$ cat src/rtl/cgra_harness_pkg.sv
// Shared types and constants for the CGRA harness controller.
package cgra_harness_pkg;

    // Sequencer phases, in the order a normal run walks through them.
    typedef enum logic [2:0] {
        IDLE   = 3'd0,
        CONFIG = 3'd1,
        FLUSH  = 3'd2,
        RUN    = 3'd3,
        CHECK  = 3'd4,
        DONE   = 3'd5
    } harness_state_t;

    // Config address the fabric treats as "no write this cycle".
    localparam int CFG_NOOP_ADDR = 0;

endpackage

$ cat src/rtl/cgra_harness_ctrl_chan_check.sv
// Per-channel response check: compares one pad sample against stim*mult,
// with the product truncated to the pad width (unsigned wrap is expected).
module harness_chan_check #(
    parameter int PAD_W = 16
) (
    input  logic [PAD_W-1:0] stim,
    input  logic [PAD_W-1:0] mult,
    input  logic [PAD_W-1:0] sample,
    output logic             mismatch
);

    logic [PAD_W-1:0] expected;

    // Self-determined PAD_W multiply keeps only the low PAD_W product bits.
    always_comb begin
        expected = stim * mult;
        mismatch = (sample != expected);
    end

endmodule

$ cat src/rtl/cgra_harness_ctrl.sv
// CGRA harness controller: streams a config bitstream into the fabric,
// drives latched stimulus onto the input pads for a programmed number of
// cycles, then checks each output-pad channel against stimulus * gain.
module cgra_harness_ctrl #(
    parameter int ADDR_W = 32,
    parameter int DATA_W = 32,
    parameter int PAD_W  = 16,
    parameter int NUM_CH = 1,
    parameter int CNT_W  = 16
) (
    input  logic                    clk_in,
    input  logic                    reset_in,
    input  logic                    start_in,
    input  logic                    cfg_valid_in,
    output logic                    cfg_ready_out,
    input  logic [ADDR_W-1:0]       cfg_addr_in,
    input  logic [DATA_W-1:0]       cfg_data_in,
    input  logic                    cfg_last_in,
    input  logic [CNT_W-1:0]        run_cycles_in,
    input  logic [PAD_W-1:0]        mult_in,
    input  logic [NUM_CH*PAD_W-1:0] stim_in,
    output logic [ADDR_W-1:0]       config_addr_out,
    output logic [DATA_W-1:0]       config_data_out,
    output logic [NUM_CH*PAD_W-1:0] pad_drive_out,
    input  logic [NUM_CH*PAD_W-1:0] pad_sample_in,
    output logic                    busy_out,
    output logic                    done_out,
    output logic                    pass_out,
    output logic [NUM_CH-1:0]       fail_mask_out,
    output logic [CNT_W-1:0]        cycle_count_out
);

    import cgra_harness_pkg::*;

    harness_state_t state;

    logic [CNT_W-1:0]        run_q;
    logic [PAD_W-1:0]        mult_q;
    logic [NUM_CH*PAD_W-1:0] stim_q;

    logic [NUM_CH-1:0]       mismatch;
    logic                    cfg_accept;
    logic                    run_last;

    // cfg_ready_out is high exactly while in CONFIG, so this is the handshake.
    assign cfg_accept = cfg_valid_in && cfg_ready_out;

    // Last RUN cycle: run length 0 is treated as 1 so at least one cycle runs.
    assign run_last = (run_q == '0) ? (cycle_count_out == '0)
                                    : (cycle_count_out == run_q - CNT_W'(1));

    // One combinational checker per channel; the verdict is registered in CHECK.
    for (genvar ch = 0; ch < NUM_CH; ch++) begin : g_chan
        harness_chan_check #(
            .PAD_W (PAD_W)
        ) u_chan_check (
            .stim     (stim_q[ch*PAD_W +: PAD_W]),
            .mult     (mult_q),
            .sample   (pad_sample_in[ch*PAD_W +: PAD_W]),
            .mismatch (mismatch[ch])
        );
    end

    // Config bus: an accepted word appears for exactly one cycle, else no-op.
    always_ff @(posedge clk_in) begin
        if (reset_in) begin
            config_addr_out <= ADDR_W'(CFG_NOOP_ADDR);
            config_data_out <= '0;
        end else if (state == CONFIG && cfg_accept) begin
            config_addr_out <= cfg_addr_in;
            config_data_out <= cfg_data_in;
        end else begin
            config_addr_out <= ADDR_W'(CFG_NOOP_ADDR);
            config_data_out <= '0;
        end
    end

    // Sequencer FSM with all status outputs registered alongside the state.
    always_ff @(posedge clk_in) begin
        if (reset_in) begin
            state           <= IDLE;
            run_q           <= '0;
            mult_q          <= '0;
            stim_q          <= '0;
            cfg_ready_out   <= 1'b0;
            pad_drive_out   <= '0;
            busy_out        <= 1'b0;
            done_out        <= 1'b0;
            pass_out        <= 1'b0;
            fail_mask_out   <= '0;
            cycle_count_out <= '0;
        end else begin
            case (state)
                IDLE: begin
                    if (start_in) begin
                        run_q         <= run_cycles_in;
                        mult_q        <= mult_in;
                        stim_q        <= stim_in;
                        busy_out      <= 1'b1;
                        cfg_ready_out <= 1'b1;
                        state         <= CONFIG;
                    end
                end
                CONFIG: begin
                    if (cfg_accept && cfg_last_in) begin
                        cfg_ready_out <= 1'b0;
                        state         <= FLUSH;
                    end
                end
                FLUSH: begin
                    pad_drive_out   <= stim_q;
                    cycle_count_out <= '0;
                    state           <= RUN;
                end
                RUN: begin
                    // Reaches eff on the final RUN edge; eff never exceeds the
                    // counter's maximum, so no wrap is possible.
                    cycle_count_out <= cycle_count_out + CNT_W'(1);
                    if (run_last) begin
                        state <= CHECK;
                    end
                end
                CHECK: begin
                    fail_mask_out <= mismatch;
                    pass_out      <= ~|mismatch;
                    done_out      <= 1'b1;
                    busy_out      <= 1'b0;
                    state         <= DONE;
                end
                DONE: begin
                    if (start_in) begin
                        run_q           <= run_cycles_in;
                        mult_q          <= mult_in;
                        stim_q          <= stim_in;
                        pad_drive_out   <= '0;
                        done_out        <= 1'b0;
                        pass_out        <= 1'b0;
                        fail_mask_out   <= '0;
                        cycle_count_out <= '0;
                        busy_out        <= 1'b1;
                        cfg_ready_out   <= 1'b1;
                        state           <= CONFIG;
                    end
                end
                default: begin
                    state <= IDLE;
                end
            endcase
        end
    end

endmodule

$ cat config.mk
export PLATFORM = sky130hd
export DESIGN_NAME = cgra_harness_ctrl
export DESIGN_NICKNAME = d
export VERILOG_FILES = /design/src/rtl/cgra_harness_pkg.sv /design/src/rtl/cgra_harness_ctrl_chan_check.sv /design/src/rtl/cgra_harness_ctrl.sv
export SDC_FILE = /design/constraint.sdc
export NUM_CORES = 1
export LEC_CHECK = 0
export BUFFER_PORTS_ARGS = -buffer_cell sky130_fd_sc_hd__buf_2
export CAP_MARGIN = 20
export CORE_MARGIN = 4
export CORE_UTILIZATION = 56
export CTS_BUF_LIST = sky130_fd_sc_hd__clkbuf_4
export DETAILED_ROUTE_END_ITERATION = 8
export PLACE_DENSITY = 0.83
export SYNTH_ARGS = -nofsm -noshare
export SYNTH_HDL_FRONTEND = slang
export SYNTH_SLANG_ARGS = --single-unit
$ cat constraint.sdc
create_clock -name clk_in -period 6.7 [get_ports clk_in]
set_input_delay 0.335 -clock clk_in [delete_from_list [all_inputs] [get_ports clk_in]]
set_output_delay 0.335 -clock clk_in [all_outputs]
set_load 0.01 [all_outputs]
==> impl_metrics.yaml <==
worst_setup_path:
  cp_cell_sequence: "nand2_1 > fa_1 > fa_1 > fa_1 > fa_1 > fa_1 > fa_1 > inv_1 > ha_1 > xor2_1 > o2111ai_1 > nor3_1 > nand4_1 > a2111oi_0 > nand4_1 > nor3_1 > nor3_1"
  start_kind: "flip-flop"
  end_kind: "flip-flop"
  timing.critical_path.mode_cell: "fa_1"
  worstPathArrival_ps: 6610
  timing.rr.start: "stim_q[3]"
  worstSetupPathType: "flip-flop to flip-flop"
  critical_path.slowest_cell: "dfxtp_1"
  crit_fanout: 15
  crit_start: "stim_q[3]"
  slowest_delay_ps: 710
  cp.required_ps: 7100
clock_network:
  cts-root-buf: "clkbuf_4"
  clk_latency_ps: 530
  htree_levels: 4
  cts_made_buffers: 17
  cts.sinks: 152
  post_cts_buffers: 0
  cts_tree: "yes"
  clkTransAtPathRegs_ps: 140
  clk_path_buf_depth: 2
sta:
  layout_min_cycle_time_ps: 6208
  maxSlewHeadroom_pct: 38.22
  finalSetupTns_ps: 0
  setup_ws_ps: 491.8
  skew_ps: 14.23
  hold_viol_final: 0
  finalSetupViolCount: 0
  slew_violations: 0
  fmax_mhz: 161.1
  holdWs_ps: 30.50
  worstMarginPinSlew_ps: 924.8
  rsz0062_at_grt: "false"
  min_period_over_period_pct: 92.66
final_layout:
  final_common_cell: "buf_2"
  final_util_pct: 71.86
  area_delta_synth_final_pct: 23.90
  drive_above_1_share_pct: 19.80
  final_cell_mix: "233 x buf_2, 208 x nand2_1, 152 x dfxtp_1"
  final_net_count: 1661
  fill_cells: 1286
  multiInputGateArea_um2: 6096
  regArea_um2: 3043
job:
  drv_cap: 0
detailed_routing:
  antenna_left: 0
  via_per_inst: 5.316
  dr.pass1.iters: 5
  wire_per_inst_um: 17.23
  drt-initial-drc-count: 720
  drc: 0
  vias: 8671
  totalWireLength_um: 28110
floorplan:
  rows: 47
  pin_count: 234
  die-area_um2: 19590
  core_um2: 16820
  die_h_um: 140.0
  die_w_um: 140.0
  start_util_pct: 58.00
run_status:
  status: "finished clean"
synth:
  synth_top_area_cell: "dfxtp_1"
  synth_fp_nets: 1385
  netlist_area_um2: 9754
  synthDominantCellAreaShare_pct: 31.20
  postSynthAreaPerCell_um2: 8.709
  synthFlopType: "dfxtp_1"
  ys_types: 59
  syn_inst: 1120
  ys_warn_count: 0
  ys_async_sr_fraction_pct: 0
  yosysSeqAreaShare_pct: 31.20
  yosys-top-cells-area: "dfxtp_1 31%, fa_1 16%, nand2_1 8.0%"
  synth_edf_count: 0
  synth_seq_cells: 152
global_routing:
  met3_usage_pct: 6.408
  use_met2_pct: 48.75
  grt_remaining_overflow: 0
  grt_pass1_vias: 8735
  grt.total_usage_pct: 28.18
  antenna_found_initial: 2
  use_met1_pct: 34.76
  busiest_layer: "met2"
  grt_max_degree: 65
  grt_pass1_wl_um: 44620
power_and_ir_drop:
  p_leak_nw: 5.506
  peakVddDrop_uv: 201.1
  p_total_mw: 2.964
  p_per_area_nw_per_um2: 245.3
place:
  post-place-ws_ps: 536.4
  hpwl_um: 20710
  io_buffers: 233
  place_congestion: 0.9620
hold_path:
  min_path_type: "input port to flip-flop"
  hp-start: "run_cycles_in[15]"
synthesized netlist by cell type (4+ instances only):
library cell	instances
a2111oi_0	4
a21o_1	5
a21oi_1	69
a22o_1	13
a22oi_1	5
and2_1	108
clkbuf_1	59
dfxtp_1	152
fa_1	80
ha_1	52
inv_1	104
mux2i_1	4
nand2_1	208
nand2b_1	5
nand3_1	13
nand4_1	11
nor2_1	44
nor2b_1	4
nor3_1	16
nor4_1	7
o211ai_1	4
o21ai_1	10
o31ai_1	4
or3_1	9
or4_1	6
xnor2_1	47
xor2_1	32
final cells by class:
| class | count | share of cell area, % |
|---|---|---|
| sequential | 152 | 25.18 |
| inverter | 106 | 3.292 |
| tap | 220 | 2.278 |
| antenna | 2 | 0.04141 |
| multi-input combinational | 801 | 50.44 |
| clock buffer | 17 | 1.056 |
| timing repair buffer | 318 | 16.54 |
| clock inverter | 15 | 1.170 |
final timing paths:
path	to	slack (ps)	depth (start not counted)
max	fail_mask_out	490	17
min	run_q[15]	30	3
max reg2reg	fail_mask_out	490	17
min reg2reg	mult_q[15]	490	2
worst max-delay path, delay by kind of cell (launching register included):
family                     cells  cell delay [ps]
adders and majority gates      7             3370
and+or+nand+nor                6             1110
DFF                            1              710
AOI/OAI and AO/OA              2              540
xor gates and xnor gates       1              310
buffers and inverters          1               40
registers in the layout, indices dropped and copies added, names as in the netlist, 3 cells and up:
register and cells:
config_addr_out 32, mult_q 16, pad_drive_out 16, cycle_count_out 16, stim_q 16, run_q 16
config_data_out 32, state 3
metal layers:
layer | routed length (µm) | part of all wire, % | vias up
li1 | - | - | 4135
met1 | 10860 | 39 | 4081
met2 | 14210 | 51 | 377
met3 | 2105 | 7.5 | 78
met4 | 928 | 3.3 | 0
met5 | 0 | 0 | -
what timing repair did:
action,4_1_cts,5_1_grt
endpoints found under the hold margin,74,4
gates resized for setup,0,0
hold buffers,74,4
where the power goes:
group          internal (mW)  total [mW]  switching (mW)  leakage (nW)
Clock                  0.192       0.541           0.349         0.137
Sequential              1.00        1.22           0.212          1.23
Combinational          0.507        1.21           0.699          4.14
Total                   1.70        2.96            1.26          5.51
stage by stage:
step                      cell area (µm²)  cells
final                               12090   1631
after global routing                12090   1631
after CTS                           12030   1624
after detailed placement            11020   1518
after global placement              11020   1518
after floorplan                      9754   1120
cell families (layout without fill, tap and decap cells):
group,Yosys count,count (layout),synth area share (%)
xor+xnor,80,80,7.324
mux,4,4,0.4105
compound gates,139,139,9.248
buf+inv,167,456,6.439
fa+ha+maj,132,132,23.09
other cells,0,2,0
simple gates,446,446,22.29
flops,152,152,31.20
No activity file was read; power rests on OpenSTA's default activity.
